[config.mk]
export PLATFORM = sky130hd
export DESIGN_NAME = vend_controller
export DESIGN_NICKNAME = d
export VERILOG_FILES = /design/src/rtl/vend_pkg.sv /design/src/rtl/vend_timeout_ctr.sv /design/src/rtl/vend_controller.sv
export SDC_FILE = /design/constraint.sdc
export NUM_CORES = 1
export LEC_CHECK = 0
export CELL_PAD_IN_SITES_DETAIL_PLACEMENT = 1
export CELL_PAD_IN_SITES_GLOBAL_PLACEMENT = 2
export CORE_UTILIZATION = 33
export CTS_CLUSTER_DIAMETER = 80
export DETAILED_ROUTE_END_ITERATION = 8
export GPL_TIMING_DRIVEN = 0
export PLACE_DENSITY_LB_ADDON = 0.1
export SETUP_SLACK_MARGIN = 0.2
export SYNTH_ARGS = -nofsm -noshare
export SYNTH_HDL_FRONTEND = slang
export SYNTH_HIERARCHICAL = 1
export SYNTH_SLANG_ARGS = --single-unit
[constraint.sdc]
create_clock -name clk -period 2.9 [get_ports clk]
set_input_delay 0.435 -clock clk [delete_from_list [all_inputs] [get_ports clk]]
set_output_delay 0.435 -clock clk [all_outputs]
set_load 0.005 [all_outputs]
[src/rtl/vend_pkg.sv]
// Shared coin codes, controller state encoding and coin valuation for the vending controller.
package vend_pkg;

  localparam logic [1:0] COIN_NONE    = 2'b00;
  localparam logic [1:0] COIN_NICKEL  = 2'b01;
  localparam logic [1:0] COIN_DIME    = 2'b10;
  localparam logic [1:0] COIN_INVALID = 2'b11;

  typedef enum logic [1:0] {
    IDLE    = 2'd0,
    COLLECT = 2'd1,
    VEND    = 2'd2,
    CHANGE  = 2'd3
  } vend_state_t;

  // Value in nickel units; invalid and empty codes are worth nothing.
  function automatic logic [1:0] coin_value(input logic [1:0] code);
    case (code)
      COIN_NICKEL: return 2'd1;
      COIN_DIME:   return 2'd2;
      default:     return 2'd0;
    endcase
  endfunction

endpackage

[src/rtl/vend_timeout_ctr.sv]
// Inactivity counter for the COLLECT state; expired flags the last idle cycle before refund.
module vend_timeout_ctr #(
  parameter int TIMEOUT_CYC = 1000
) (
  input  logic clk,
  input  logic rst,
  input  logic clear,
  input  logic enable,
  output logic expired
);

  localparam int CNT_W = $clog2(TIMEOUT_CYC);

  logic [CNT_W-1:0] cnt_q;
  logic [CNT_W-1:0] cnt_d;

  always_comb begin
    cnt_d = cnt_q;
    if (clear) begin
      cnt_d = '0;
    end else if (enable) begin
      cnt_d = cnt_q + CNT_W'(1);
    end
  end

  always_ff @(posedge clk) begin
    if (rst) begin
      cnt_q <= '0;
    end else begin
      cnt_q <= cnt_d;
    end
  end

  assign expired = (cnt_q == CNT_W'(TIMEOUT_CYC - 1));

endmodule

[src/rtl/vend_controller.sv]
// Coin-credit vending controller: collects credit, requests a vend at price, then pays change
// one nickel at a time. Handles cancel/refund and inactivity timeout.
module vend_controller
  import vend_pkg::*;
#(
  parameter int PRICE_UNITS = 3,
  parameter int CREDIT_W    = 4,
  parameter int TIMEOUT_CYC = 1000
) (
  input  logic                clk,
  input  logic                rst,
  input  logic [1:0]          coin,
  input  logic                cancel,
  output logic                vend_req,
  input  logic                vend_ack,
  output logic                change_req,
  input  logic                change_ack,
  output logic                coin_reject,
  output logic [CREDIT_W-1:0] credit,
  output logic                busy,
  output vend_state_t         dbg_state
);

  localparam logic [CREDIT_W-1:0] PRICE = CREDIT_W'(PRICE_UNITS);

  vend_state_t         state_q, state_d;
  logic [CREDIT_W-1:0] credit_q, credit_d;
  logic                reject_q, reject_d;

  logic [CREDIT_W:0]   credit_sum;
  logic [CREDIT_W-1:0] credit_col;
  logic [CREDIT_W-1:0] remainder;
  logic                coin_offered;
  logic                coin_accept;
  logic                tmo_clear;
  logic                tmo_enable;
  logic                tmo_expired;

  // One extra bit on the sum catches a coin that would wrap the credit register.
  assign credit_sum   = {1'b0, credit_q} + (CREDIT_W + 1)'(coin_value(coin));
  assign coin_offered = (coin == COIN_NICKEL) || (coin == COIN_DIME);
  assign coin_accept  = ((state_q == IDLE) || (state_q == COLLECT)) && coin_offered
                        && !credit_sum[CREDIT_W];
  assign credit_col   = coin_accept ? credit_sum[CREDIT_W-1:0] : credit_q;
  assign remainder    = credit_q - PRICE;

  // State register
  always_ff @(posedge clk) begin
    if (rst) begin
      state_q  <= IDLE;
      credit_q <= '0;
      reject_q <= 1'b0;
    end else begin
      state_q  <= state_d;
      credit_q <= credit_d;
      reject_q <= reject_d;
    end
  end

  // Next-state logic
  always_comb begin
    state_d  = state_q;
    credit_d = credit_q;
    reject_d = (coin != COIN_NONE) && !coin_accept;
    case (state_q)
      IDLE: begin
        if (coin_accept) begin
          credit_d = credit_col;
          state_d  = COLLECT;
        end
      end
      COLLECT: begin
        credit_d = credit_col;
        if (cancel) begin
          state_d = CHANGE;
        end else if (credit_col >= PRICE) begin
          state_d = VEND;
        end else if (tmo_expired && !coin_accept) begin
          state_d = CHANGE;
        end
      end
      VEND: begin
        if (vend_ack) begin
          credit_d = remainder;
          state_d  = (remainder != '0) ? CHANGE : IDLE;
        end
      end
      CHANGE: begin
        if (change_ack) begin
          credit_d = credit_q - CREDIT_W'(1);
          if (credit_q == CREDIT_W'(1)) begin
            state_d = IDLE;
          end
        end
      end
      default: begin
        state_d  = IDLE;
        credit_d = '0;
      end
    endcase
  end

  // Outputs are decoded from registered state only.
  always_comb begin
    vend_req    = (state_q == VEND);
    change_req  = (state_q == CHANGE);
    busy        = (state_q == VEND) || (state_q == CHANGE);
    coin_reject = reject_q;
    credit      = credit_q;
    dbg_state   = state_q;
  end

  // Counter restarts on every accepted coin and sits at zero whenever COLLECT is left.
  assign tmo_clear  = (state_d != COLLECT) || coin_accept;
  assign tmo_enable = (state_q == COLLECT);

  vend_timeout_ctr #(
    .TIMEOUT_CYC(TIMEOUT_CYC)
  ) u_timeout (
    .clk    (clk),
    .rst    (rst),
    .clear  (tmo_clear),
    .enable (tmo_enable),
    .expired(tmo_expired)
  );

endmodule

==> insert_results.sql, run 1 <==
INSERT INTO impl_metrics (metric_group, metric, value, unit) VALUES
('outcome', 'outcome', 'finished clean', ''),
('worst_setup_path', 'rr_endpoint', 'u_timeout/cnt_q[9]', ''),
('cells_and_area', 'final_core_utilization', '0.457', ''),
('cells_and_area', 'drive_above_1_share', '0.238', ''),
('global_route', 'initial_antenna_violation_count', '0', ''),
('sta', 'slew-limit-headroom', '0.659', ''),
('global_route', 'grt_first_pass_wirelength', '5.73', 'mm'),
('global_route', 'global_route.usage.total', '0.185', ''),
('clock_network', 'cts.sink_count', '17', ''),
('global_route', 'via_count_of_the_first_global_routing_pass', '1141', ''),
('sta', 'timing.final.setup_violations', '0', ''),
('worst_setup_path', 'rr_startpoint', 'credit[0]', ''),
('synthesis', 'yosysTopAreaCell', 'sky130_fd_sc_hd__dfxtp_1', ''),
('floorplan', 'placementRows', '21', ''),
('floorplan', 'num_io_pins', '17', ''),
('synthesis', 'post_synth_main_area_contributors', 'sky130_fd_sc_hd__dfxtp_1 (28%), sky130_fd_sc_hd__ha_1 (9.2%), sky130_fd_sc_hd__a21oi_1 (3.7%), sky130_fd_sc_hd__nand2_1 (3.4%), sky130_fd_sc_hd__nor2_1 (2.4%)', ''),
('worst_setup_path', 'worst-path-max-fanout', '5', ''),
('route', 'wl_per_cell', '16.5', 'um'),
('hold_path', 'hold_path_startpoint', 'u_timeout/cnt_q[9]', ''),
('power_and_ir_drop', 'power_frac_comb', '0.516', ''),
('synthesis', 'yosys.cell_types.count', '53', ''),
('placed_design', 'dp_hpwl', '2.49', 'mm'),
('sta', 'finalMaxSlewViolations', '0', ''),
('worst_setup_path', 'worstSetupEndpointType', 'flop', ''),
('floorplan', 'die_width', '63.0', 'um'),
('sta', 'min_period', '2.50', 'ns'),
('synthesis', 'synthArstFlopShare', '0', ''),
('power_and_ir_drop', 'power.internal', '636', 'uW'),
('worst_setup_path', 'worstPathArrival', '2.68', 'ns'),
('clock_network', 'clock_tree_from_tritoncts', 'built', ''),
('placed_design', 'gp_congestion', '0.771', ''),
('floorplan', 'floorplan.core_area', '0.00344', 'sq mm'),
('sta', 'max_slew.worst_pin.slew', '0.512', 'ns'),
('sta', 'setup-tns-final', '0', 'ns'),
('cells_and_area', 'diodes', '0', ''),
('synthesis', 'syn_area', '0.00123', 'sq mm'),
('global_route', 'most_crowded_layer_gr', 'met2', ''),
('global_route', 'globalRouteMet1Util', '0.255', ''),
('global_route', 'grt_use_met2', '0.290', ''),
('global_route', 'aggregate_global_routing_overflow', '0', ''),
('route', 'via_count', '1149', ''),
('route', 'drtAntennaViolNets', '0', ''),
('synthesis', 'synth-warning-count', '6', ''),
('global_route', 'met3_track_demand_over_resource_in_global_routing', '0.0237', ''),
('synthesis', 'number_of_enable_flip_flop_cells_after_synthesis', '0', ''),
('hold_path', 'worstHoldPathCells', '2', ''),
('synthesis', 'avgSynthCellArea', '8.89', 'sq um'),
('worst_setup_path', 'worst-r2r-cell-count', '9', ''),
('placed_design', 'port_buffers', '16', ''),
('synthesis', 'synth_seq_area_share', '0.277', ''),
('synthesis', 'synth-seq-cells', '17', ''),
('sta', 'min_period_over_period', '0.860', ''),
('hold_path', 'path_type_of_the_worst_min_delay_path', 'reg -> reg', ''),
('synthesis', 'synth_top_cell_area_share', '0.277', ''),
('worst_setup_path', 'critical_path_class', 'in -> reg', ''),
('clock_network', 'clock_path_buffers', '2', ''),
('route', 'drt_pre_antenna_iters', '4', ''),
('run', 'maxCapViolations', '0', ''),
('clock_network', 'cts-hold-fix-buffers', '0', ''),
('power_and_ir_drop', 'total_switching_power', '414', 'uW'),
('sta', 'timing_hold_violations_final', '0', ''),
('synthesis', 'ys_dominant_reg_cell', 'sky130_fd_sc_hd__dfxtp_1', ''),
('route', 'detail_route.vias_per_cell', '5.58', ''),
('sta', 'fin_worst_skew', '0.000628', 'ns'),
('route', 'detail_route.drc_violations', '0', ''),
('cells_and_area', 'num-nets-final', '178', ''),
('floorplan', 'initial_core_util', '0.357', ''),
('floorplan', 'fp.dieH', '63.0', 'um'),
('clock_network', 'cts_buffers', '3', ''),
('hold_path', 'min_delay_worst_endpoint', 'u_timeout/cnt_q[9]', ''),
('clock_network', 'htree_levels', '1', '');
worst max-delay path, cell delays in order:
cell	delay, ns
sky130_fd_sc_hd__dlygate4sd2_1	0.24
sky130_fd_sc_hd__inv_2	0.05
sky130_fd_sc_hd__ha_2	0.20
sky130_fd_sc_hd__ha_4	0.16
sky130_fd_sc_hd__fa_1	0.47
sky130_fd_sc_hd__nand2_2	0.10
sky130_fd_sc_hd__o2111ai_2	0.12
sky130_fd_sc_hd__a31oi_2	0.25
sky130_fd_sc_hd__nand3_1	0.12
sky130_fd_sc_hd__or2_4	0.27
sky130_fd_sc_hd__clkbuf_8	0.15
sky130_fd_sc_hd__a21oi_1	0.11
layout make-up:
type / count / area [sq um]
inverter: 6 / 22.5
clock inverter: 1 / 5.00
timing repair buffer: 18 / 176
fill: 406 / 1870
clock buffer: 3 / 41.3
multi-input combinational: 108 / 880
sequential: 17 / 340
buffer: 7 / 50.0
tap: 46 / 57.6
cell usage after synthesis, drive strengths merged, types with 2 or more instances:
cell type,instances
nand3,4
o2111ai,2
clkbuf,2
inv,6
ha,9
nor3,3
o31ai,2
a311oi,3
xor2,3
and3b,3
nand4,3
and2b,3
a21boi,2
or4,2
a211oi,5
nor2,8
buf,5
a21oi,10
nand2,12
nand2b,3
xnor2,2
o21bai,2
o32ai,2
dfxtp,17
or3,3
o21ai,5
repair_timing:
| item | 4_1_cts | 5_1_grt |
|---|---|---|
| resized for setup | 10 | 11 |
| gates cloned | 1 | 0 |
| setup buffers | 1 | 0 |
| endpoints found under the setup margin | 10 | 10 |
| pin swaps | 4 | 4 |
cell usage in the layout (no fill, tap or decap), drive strengths merged, types with 4 or more instances in the layout:
cell type / Yosys / layout
a211oi: 5 / 5
a21oi: 10 / 10
buf: 5 / 7
clkbuf: 2 / 5
clkdlybuf4s50: 0 / 14
dfxtp: 17 / 17
ha: 9 / 9
inv: 6 / 6
nand2: 12 / 12
nand3: 4 / 4
nor2: 8 / 8
o21ai: 5 / 5
state kept, by name, indices dropped and copies added (netlist names):
name             count
u_timeout/cnt_q     10
credit               4
dbg_state            2
coin_reject          1
metrics by stage:
stage               cells  instance area, sq um  setup slack [ns]  hold slack [ns]  total power, uW
CTS                   206                  1540             0.234            0.502             1050
global placement      200                  1450            -0.337            0.482              821
floorplan             138                  1230             0.463            0.452              652
finish                206                  1570             0.405            0.519             1050
detailed placement    200                  1450            -0.437            0.492              831
global route          206                  1570             0.299            0.532             1130
routing by layer:
| metal | part of all wire | up-vias |
|---|---|---|
| li1 | - | 553 |
| met1 | 0.50 | 576 |
| met2 | 0.46 | 16 |
| met3 | 0.021 | 4 |
| met4 | 0.011 | 0 |
| met5 | 0 | - |
worst max path at each step:
stage,to,depth (start not counted)
2_1_floorplan,u_timeout/cnt_q[5],11
3_3_place_gp,u_timeout/cnt_q[8],12
3_5_place_dp,u_timeout/cnt_q[5],12
4_1_cts,u_timeout/cnt_q[5],11
5_1_grt,u_timeout/cnt_q[9],12
6_report,u_timeout/cnt_q[9],12
power groups by stage:
stage | Clock [uW] | Combinational [uW] | Sequential [uW]
after global routing | 207 | 592 | 330
after floorplan | 0 | 342 | 310
after detailed placement | 0 | 504 | 327
after CTS | 192 | 538 | 322
after global placement | 0 | 495 | 326
final | 184 | 542 | 324
kinds of logic (layout without fill, tap and decap cells):
| kind of cell | after synthesis | count (layout) | synth area share |
|---|---|---|---|
| fa+ha+maj | 11 | 11 | 0.116 |
| buf+inv | 13 | 35 | 0.0510 |
| xor+xnor | 5 | 5 | 0.0357 |
| compound gates | 39 | 39 | 0.246 |
| simple gates | 52 | 52 | 0.266 |
| mux | 1 | 1 | 0.00816 |
| flops | 17 | 17 | 0.277 |
Note: power is estimated with default switching activity, not from simulation.
==> run 2: changes to the inputs <==
--- a/config.mk
+++ b/config.mk
@@ -11,7 +11,7 @@
 export CTS_CLUSTER_DIAMETER = 80
 export DETAILED_ROUTE_END_ITERATION = 8
 export GPL_TIMING_DRIVEN = 0
-export PLACE_DENSITY_LB_ADDON = 0.1
+export PLACE_DENSITY = 0.86
 export SETUP_SLACK_MARGIN = 0.2
 export SYNTH_ARGS = -nofsm -noshare
 export SYNTH_HDL_FRONTEND = slang
==> insert_results.sql, run 2 (same netlist as run 1, synthesis figures left out) <==
INSERT INTO impl_metrics (metric_group, metric, value, unit) VALUES
('outcome', 'outcome', 'finished clean', ''),
('floorplan', 'initial_core_util', '0.357', ''),
('cells_and_area', 'flip_flop_count_of_the_largest_register_after_layout', '10', ''),
('sta', 'min_period_over_period', '0.883', ''),
('cells_and_area', 'num-nets-final', '179', ''),
('floorplan', 'design.die.area', '0.00397', 'sq mm'),
('route', 'detail_route.drc_violations', '0', ''),
('global_route', 'grt_first_pass_wirelength', '5.95', 'mm'),
('sta', 'unrepaired_setup_endpoints_after_global_routing', 'false', ''),
('placed_design', 'dp_hpwl', '2.58', 'mm'),
('worst_setup_path', 'critical_path.startpoint_type', 'input pin', ''),
('placed_design', 'port_buffers', '16', ''),
('sta', 'timing.final.setup_violations', '0', ''),
('worst_setup_path', 'number_of_buffers_and_inverters_on_the_critical_path', '3', ''),
('placed_design', 'dp.cells', '200', ''),
('cells_and_area', 'layout-area-overhead-vs-synth', '30.7', '%'),
('clock_network', 'cts-hold-fix-buffers', '0', ''),
('cells_and_area', 'layout_commonest_cell', 'sky130_fd_sc_hd__dfxtp_1', ''),
('power_and_ir_drop', 'vdd_drop_max', '379', 'uV'),
('floorplan', 'fp.dieH', '63.0', 'um'),
('worst_setup_path', 'worstPathArrival', '2.75', 'ns'),
('clock_network', 'cts.sink_count', '17', ''),
('worst_setup_path', 'required', '3.09', 'ns'),
('route', 'detail_route.vias_per_cell', '5.56', ''),
('sta', 'slew-limit-headroom', '0.659', ''),
('route', 'met3_length', '98', 'um'),
('hold_path', 'path_type_of_the_worst_min_delay_path', 'reg -> reg', ''),
('sta', 'finalMaxSlewViolations', '0', ''),
('clock_network', 'clock_tree_from_tritoncts', 'built', ''),
('global_route', 'global_route.usage.total', '0.194', ''),
('worst_setup_path', 'critPathSlowestCell', 'sky130_fd_sc_hd__fa_1', ''),
('sta', 'maxClockFrequency', '391', 'MHz'),
('sta', 'max_slew.worst_pin.slew', '0.512', 'ns'),
('floorplan', 'die_width', '63.0', 'um'),
('worst_setup_path', 'critical_path_class', 'in -> reg', ''),
('clock_network', 'worst_skew_pair.late_latency', '0.26', 'ns'),
('route', 'first_iter_violations', '31', ''),
('route', 'drtAntennaViolNets', '0', ''),
('sta', 'fin_worst_skew', '0.00390', 'ns'),
('worst_setup_path', 'worstSetupEndpointType', 'flop', ''),
('global_route', 'initial_antenna_violation_count', '0', ''),
('route', 'met2WireLength', '1.71', 'mm'),
('floorplan', 'num_io_pins', '17', ''),
('cells_and_area', 'layout.cells.most_common_list', 'sky130_fd_sc_hd__dfxtp_1 (17), sky130_fd_sc_hd__clkdlybuf4s50_1 (14), sky130_fd_sc_hd__nand2_1 (10)', ''),
('worst_setup_path', 'critical_path.cell_chain', 'dlygate4sd2_1 -> inv_1 -> ha_2 -> ha_4 -> fa_1 -> nand2_2 -> o2111ai_4 -> a31oi_4 -> nand3_1 -> or2_2 -> buf_8 -> a21oi_1', ''),
('power_and_ir_drop', 'leakagePower', '0.000564', 'uW'),
('route', 'routedLengthMet1', '1.65', 'mm'),
('floorplan', 'placementRows', '21', ''),
('global_route', 'aggregate_global_routing_overflow', '0', ''),
('route', 'total_detailed_routing_wirelength', '3.51', 'mm'),
('cells_and_area', 'drive_above_1_share', '0.248', ''),
('sta', 'timing_hold_violations_final', '0', ''),
('cells_and_area', 'post_layout_nonfiller_instances', '207', ''),
('placed_design', 'gp_congestion', '0.805', ''),
('cells_and_area', 'diodes', '0', ''),
('global_route', 'pin_count_of_the_biggest_net_entering_global_routing', '11', ''),
('power_and_ir_drop', 'power.total', '1100', 'uW'),
('clock_network', 'clock_path_buffers', '2', ''),
('clock_network', 'htree_levels', '1', ''),
('cells_and_area', 'largest-register', 'u_timeout/cnt_q', ''),
('worst_setup_path', 'slowest_delay', '0.48', 'ns'),
('sta', 'min_period', '2.56', 'ns'),
('route', 'drt_pre_antenna_iters', '4', ''),
('global_route', 'via_count_of_the_first_global_routing_pass', '1219', ''),
('worst_setup_path', 'cp_top_family', 'adder cells', ''),
('floorplan', 'floorplan.core_area', '0.00344', 'sq mm'),
('clock_network', 'clock-root-buffer', 'sky130_fd_sc_hd__clkbuf_8', ''),
('run', 'maxCapViolations', '0', ''),
('route', 'routed.top_layer', 'met4', ''),
('power_and_ir_drop', 'power_density', '684', 'mW/mm^2'),
('worst_setup_path', 'worst-path-max-fanout', '10', ''),
('route', 'wl_per_cell', '17.0', 'um'),
('clock_network', 'worst_setup_hold_path_clk_slew', '0.07', 'ns'),
('clock_network', 'cts_buffers', '3', ''),
('route', 'via_count', '1151', '');
==> run 2: changes by cell type in the layout (fill, tap and decap cells not counted), moves of 2 or more <==
cell and change:
sky130_fd_sc_hd__nor2_1 -3, sky130_fd_sc_hd__nor2_2 +3, sky130_fd_sc_hd__a21oi_1 +2, sky130_fd_sc_hd__a21oi_2 -2
==> run 2: per-layer routing <==
layer  global-route usage  vias up
li1                     -      556
met1                0.242      571
met2                0.324       18
met3               0.0328        6
met4               0.0843        0
met5                    0        -
==> run 2: layout make-up <==
type / count / area, sq um
fill: 409 / 1840
multi-input combinational: 108 / 902
sequential: 17 / 340
timing repair buffer: 19 / 184
tap: 46 / 57.6
buffer: 7 / 51.3
clock buffer: 3 / 41.3
inverter: 6 / 22.5
clock inverter: 1 / 5.00
==> run 2: final timing paths <==
check	slack, ns	start	end	depth (start not counted)
hold / removal	0.50	u_timeout/cnt_q[9]	u_timeout/cnt_q[9]	2
setup / recovery	0.34	coin[1]	u_timeout/cnt_q[7]	12
hold reg to reg	0.50	u_timeout/cnt_q[9]	u_timeout/cnt_q[9]	2
setup reg to reg	0.36	credit[0]	u_timeout/cnt_q[7]	9
==> run 2: metrics by stage <==
step                setup slack [ns]  hold WS, ns  TNS (ns)  instance area (sq um)   util
floorplan                      0.463        0.452         0                   1230      -
global placement              -0.341        0.484     -3.25                   1450  0.420
detailed placement            -0.472        0.498     -4.47                   1450  0.420
CTS                            0.200        0.509         0                   1540  0.448
global route                   0.227        0.534         0                   1600  0.466
finish                         0.341        0.503         0                   1600  0.466
==> run 2: repair_timing <==
action / CTS / global route
pin swaps: 4 / 4
buffers inserted: 1 / 2
endpoints found under the setup margin: 10 / 10
gates resized for setup: 11 / 12
==> run 2: power by group <==
part / total (uW) / internal (uW) / switching, uW
Sequential: 329 / 263 / 66.5
Clock: 184 / 95.6 / 88.7
Combinational: 583 / 301 / 282
Total: 1100 / 660 / 437
==> run 2: worst reg2reg max path, stage by stage (launching register included) <==
cell	delay, ns
sky130_fd_sc_hd__dfxtp_1	0.62
sky130_fd_sc_hd__ha_4	0.23
sky130_fd_sc_hd__fa_1	0.46
sky130_fd_sc_hd__nand2_2	0.12
sky130_fd_sc_hd__o2111ai_4	0.12
sky130_fd_sc_hd__a31oi_4	0.24
sky130_fd_sc_hd__nand3_1	0.09
sky130_fd_sc_hd__or2_2	0.31
sky130_fd_sc_hd__buf_8	0.15
sky130_fd_sc_hd__a21oi_1	0.12
